==> config.mk <==
export PLATFORM = sky130hd
export DESIGN_NAME = div_unit
export DESIGN_NICKNAME = d
export VERILOG_FILES = /design/src/rtl/div_unit.sv
export SDC_FILE = /design/constraint.sdc
export NUM_CORES = 1
export LEC_CHECK = 0
export BUFFER_PORTS_ARGS = -buffer_cell sky130_fd_sc_hd__buf_2
export CORE_MARGIN = 2
export CORE_UTILIZATION = 40
export DETAILED_ROUTE_END_ITERATION = 8
export GPL_ROUTABILITY_DRIVEN = 0
export HOLD_SLACK_MARGIN = 0.12
export PLACE_DENSITY = 0.69
export SYNTH_ARGS = -nofsm -noshare
export SYNTH_HDL_FRONTEND = slang
export SYNTH_SLANG_ARGS = --single-unit
==> constraint.sdc <==
create_clock -name clk -period 5.8 [get_ports clk]
set_input_delay 0.58 -clock clk [delete_from_list [all_inputs] [get_ports clk]]
set_output_delay 0.58 -clock clk [all_outputs]
set_load 0.01 [all_outputs]
==> src/rtl/div_unit.sv <==
// Multi-cycle radix-2 restoring divider (DIV/DIVU) that stalls the pipeline and returns remainder on hi, quotient on lo.
// Optional macro DIV_ZERO_FAST_EN: a zero divisor skips the iteration and completes in one cycle.
module div_unit #(
  parameter int WIDTH = 32
) (
  input  logic             clk,
  input  logic             rst,
  input  logic             start,
  input  logic             signed_div,
  input  logic             annul,
  input  logic [WIDTH-1:0] a,
  input  logic [WIDTH-1:0] b,
  output logic             stall_div,
  output logic             busy,
  output logic             ready,
  output logic [WIDTH-1:0] hi,
  output logic [WIDTH-1:0] lo
);

  typedef enum logic [1:0] {IDLE, DIV, DONE} state_t;

  localparam int CW = (WIDTH > 1) ? $clog2(WIDTH) : 1;
  localparam logic [CW-1:0] LAST = CW'(WIDTH - 1);

  state_t           state;
  logic [CW-1:0]    cnt;
  logic [WIDTH-1:0] rem, quot, dvsr;
  logic             q_neg, r_neg, dz;

  logic [WIDTH-1:0] a_mag, b_mag;
  logic [WIDTH:0]   diff;
  logic             take;
  logic [WIDTH-1:0] rem_nxt, quot_nxt, hi_fix, lo_fix;

  assign a_mag = (signed_div && a[WIDTH-1]) ? -a : a;
  assign b_mag = (signed_div && b[WIDTH-1]) ? -b : b;

  assign stall_div = ((state == IDLE) && start && !annul) || ((state == DIV) && !annul);

  // One restoring step. When the shifted-out remainder MSB is set the shifted value
  // already exceeds any divisor, which the (WIDTH+1)-bit difference cannot show by itself.
  always_comb begin
    // NOTE: every combinational output gets a value on every path, so no latch is inferred.
    diff     = {rem, quot[WIDTH-1]} - {1'b0, dvsr};
    take     = rem[WIDTH-1] | ~diff[WIDTH];
    rem_nxt  = take ? diff[WIDTH-1:0] : {rem[WIDTH-2:0], quot[WIDTH-1]};
    quot_nxt = {quot[WIDTH-2:0], take};
    // A zero divisor leaves |a| in the remainder; re-applying the dividend sign yields raw a.
    hi_fix   = r_neg ? -rem_nxt : rem_nxt;
    lo_fix   = dz ? '1 : (q_neg ? -quot_nxt : quot_nxt);
  end

  always_ff @(posedge clk or negedge rst) begin
    if (!rst) begin
      state <= IDLE;
      busy  <= 1'b0;
      ready <= 1'b0;
      hi    <= '0;
      lo    <= '0;
      cnt   <= '0;
      rem   <= '0;
      quot  <= '0;
      dvsr  <= '0;
      q_neg <= 1'b0;
      r_neg <= 1'b0;
      dz    <= 1'b0;
    end else begin
      // NOTE: state registers use non-blocking assignments so every update sees pre-edge values.
      case (state)
        IDLE: begin
          ready <= 1'b0;
          if (start && !annul) begin
            rem   <= '0;
            quot  <= a_mag;
            dvsr  <= b_mag;
            q_neg <= signed_div & (a[WIDTH-1] ^ b[WIDTH-1]);
            r_neg <= signed_div & a[WIDTH-1];
            dz    <= (b == '0);
            cnt   <= '0;
`ifdef DIV_ZERO_FAST_EN
            if (b == '0) begin
              hi    <= a;
              lo    <= '1;
              ready <= 1'b1;
              state <= DONE;
            end else begin
              busy  <= 1'b1;
              state <= DIV;
            end
`else
            busy  <= 1'b1;
            state <= DIV;
`endif
          end
        end
        DIV: begin
          if (annul) begin
            busy  <= 1'b0;
            state <= IDLE;
          end else begin
            rem  <= rem_nxt;
            quot <= quot_nxt;
            cnt  <= cnt + CW'(1);
            if (cnt == LAST) begin
              hi    <= hi_fix;
              lo    <= lo_fix;
              busy  <= 1'b0;
              ready <= 1'b1;
              state <= DONE;
            end
          end
        end
        DONE: begin
          ready <= 1'b0;
          state <= IDLE;
        end
        default: begin
          busy  <= 1'b0;
          ready <= 1'b0;
          state <= IDLE;
        end
      endcase
    end
  end

endmodule

==> metrics.md <==
| Metric | Value |
|---|---|
| Setup crit start kind | flip-flop |
| Clock Latency Late Sink | about 0.44 ns |
| Die ar. | between 0.03 and 0.04 mm^2 |
| WHS | approximately 0.44 ns |
| Hold WC Path Type | in -> reg |
| Total track usage | 0.2120 |
| Largest net degree at the start of global routing | a little over 90 |
| Worst reg2reg path startpoint | rem[22] |
| Fmax | between 200 and 250 MHz |
| Vias in the first global route | 10260 |
| CP max FO | 26 |
| Syn_nets | 1622 |
| Clock Pin Slew Worst Setup and Hold Paths | approximately 0.070 ns |
| Layout cells sized above 1 | 0.1276 |
| Predominant post-synthesis flop cell | dfrtp_1 |
| Outcome | completed |
| CP Data Required Time | slightly above 6 ns |
| First-pass GRT wire length | approximately 53000 um |
| Synth Area in Simple Gates | 0.2130 |
| Die height | 177.3 um |
| DP HPWL | approximately 25000 um |
| Total Wirelength | around 33000 um |
| Yosys warning count | 0 |
| Core ar. | just under 0.03 mm^2 |
| P&R area growth vs syn | 12.69% |
| Mapped Cells | approximately 1500 |
| Worst Path Arrival | slightly below 5 ns |
| Leakage | approximately 6.1 nW |
| Worst vdd ir | roughly 0.30 mV |
| Mapped Area | between 0.01 and 0.015 mm^2 |
| Clk sink count | ~170 |
| Netlist cell types | between 70 and 80 |
| Hold Path Origin | b[30] |
| Largest family of logic cells by synthesized area | compound AO/OA/AOI/OAI gates |
| Most used routing layer in global routing | met1 |
| GR Util met2 | 0.3113 |
| Drt wl/cell | around 17 um |
| Initial antenna violation count | 1 |
| Ys async rst share | 1.000 |
| Top cells by count, synth | nand2_1, o21ai_0, dfrtp_1 |
| GRT Residual Overflow | 0 |
| Adder-cell share of the synthesized area | 0.04126 |
| Crit path capture type | flip-flop |
| CP Capture Point | lo[28] |
| Initial Utilization | 0.4051 |
| Post-CTS Repair Setup Buffers | 0 |
| Critical Path Start | rem[22] |
| Setup_tns | 0 ns |
| Layout Skew | around 0.012 ns |
| Slew of the pin with the lowest slew margin | 1.163 ns |
| Max-cap viol count | 0 |
| Num rows | 63 |
| Power Dens Cells | between 500 and 600 mW/mm^2 |
| Vias per cell | 5.537 |
| Initial drt markers | approximately 1100 |
| R2R depth | 16 |
| Routed Antenna Nets | 0 |
| Endpoints failing setup | 0 |
| Most frequent cell after synthesis | nand2_1 |
| Crit Path Class | reg -> reg |
| FF-to-FF setup slack | ~1.1 ns |
| FF+latch count, synth | roughly 170 |
| Longest Clk Path Bufs | 2 |
| Total number of vias | between 10000 and 15000 |
| R2R Path End | lo[28] |
| Post-synthesis mux area share | 0.01511 |
| Synth Area in Compound Gates | 0.2279 |
| Post-synth top area share | 0.3584 |
| Final period util | 0.8034 |
| Endpoints failing hold | 0 |
| Final nets | roughly 1700 |
| H-Tree Depth | 4 |
| Min cycle time layout | 4.660 ns |
| Number of enable flip-flop cells after synthesis | 0 |
| Sequential fraction of the synthesis area | 0.3584 |
| Clock Tree Root | clkbuf_16 |
| IO buf count | between 100 and 150 |
| CTS tree | yes |
| Final Slew Violations | 0 |
| Dominant cell type by area after synthesis | dfrtp_1 |
| CTS Buf Count | 17 |
| Die Span X | between 150 and 200 um |
| Synth area leaders | dfrtp_1, o21ai_0, nand2_1 |
| Detailed-route DRC error count | 0 |
| RSZ-0062 raised after global routing | no |
| XOR/XNOR Fraction of Synth Area | 0.09774 |
| # IOs | approximately 140 |
| TritonRoute pass-1 iters | 5 |
| Global-route met1 utilization | 0.3155 |
| Slew headroom | 0.2245 |
| Met3 GRT Util | 0.04274 |
| Syn_area_per_cell | 7.931 um^2 |
-- report_power, final --
group / leakage [nW] / total (W) / switching (W) / internal, W
Combinational: 3.54 / 0.00399 / 0.00256 / 0.00143
Sequential: 2.28 / 0.00169 / 0.000288 / 0.00140
Clock: 0.273 / 0.00115 / 0.000527 / 0.000624
Total: 6.10 / 0.00684 / 0.00338 / 0.00346
-- metrics by stage --
| step | area, um^2 | power (W) | instances | util | setup slack, ns |
|---|---|---|---|---|---|
| after floorplan | 12010 | 0.004626 | 1514 | - | 1.322 |
| after global placement | 12940 | 0.005516 | 1965 | 0.4365 | 1.364 |
| after detailed placement | 12940 | 0.005579 | 1965 | 0.4365 | 1.222 |
| after CTS | 13530 | 0.006745 | 1997 | 0.4564 | 1.213 |
| after global routing | 13530 | 0.007310 | 1998 | 0.4565 | 0.9005 |
| final | 13530 | 0.006835 | 1999 | 0.4566 | 1.140 |
-- worst min-delay path by stage --
stage                     depth (start not counted)  slack [ns]  endpoint
final                                             3        0.44        dz
after global routing                              3        0.43        dz
after CTS                                         3        0.42        dz
after detailed placement                          2        0.45    lo[29]
after global placement                            2        0.45    lo[29]
after floorplan                                   0        0.28      busy
-- final cells by class --
class | instances | area [um^2]
multi-input cells | 1202 | 7171
clock inverters | 12 | 126.4
clock buffers | 19 | 452.9
repair buffers | 148 | 782.0
well taps | 390 | 488.0
flip-flops and latches | 172 | 4304
diodes | 2 | 5.005
fillers | 3001 | 16110
inverters | 54 | 202.7
-- registers in the layout, indices dropped and copies added, names as in the netlist --
name	cells
q_neg	1
r_neg	1
quot	32
cnt	5
rem	32
dz	1
hi	32
dvsr	32
lo	32
state	2
ready	1
busy	1
-- repair_timing --
action / 4_1_cts / 5_1_grt
gates resized for setup: 0 / 0
hold buffers: 1 / 0
endpoints found under the hold margin: 46 / 0
-- routing by layer --
metal / vias to the layer above / wire (um) / share of wire
met5: - / 0 / 0
met4: 0 / 363 / 0.011
met3: 25 / 2710 / 0.081
met2: 391 / 14200 / 0.43
met1: 5157 / 16030 / 0.48
li1: 5496 / - / -
-- critical path, stage by stage (launching register included) --
cell	delay, ns
dfrtp_1	0.45
ha_1	0.44
a21oi_1	0.25
o21ai_0	0.18
o21bai_1	0.21
a211oi_2	0.31
o31ai_4	0.14
buf_4	0.24
inv_2	0.40
ha_1	0.31
nand3_1	0.19
or4_1	0.59
nor2_1	0.12
nand3_1	0.13
o31ai_1	0.26
xor2_1	0.17
a21oi_1	0.08
-- cell families (layout without fill, tap and decap cells) --
family,Yosys count,after routing
xor+xnor,134,134
flops,172,172
simple gates,556,556
buf+inv,140,233
compound gates,455,455
fa+ha+maj,39,39
mux,18,18
other cells,0,2
-- placed cells by master (no fill, tap or decap), types with 4 or more instances in the layout --
master and count:
nand3b_1 5, inv_1 52, and3_1 7, dfrtp_1 172, or3_1 16, and2_1 11, nand4_1 17, clkbuf_16 17
or4_1 11, xor2_1 73, o31ai_1 26, xnor2_1 61, clkinvlp_4 4, nor4_1 16, o2111ai_1 4, a22o_1 9
o21a_1 11, a221oi_1 4, mux2i_1 17, inv_6 4, o21ai_0 190, nand2b_1 9, nor2b_1 8, buf_2 134
a21oi_1 123, nor3_1 41, ha_1 38, buf_4 12, a21o_1 7, o21ai_1 7, o211ai_1 11, nor2_1 121
nand2_1 240, o41ai_1 11, o21bai_1 4, a211oi_1 8, nand3_1 32, a31oi_1 9
Power figures use the tool's default switching activity.
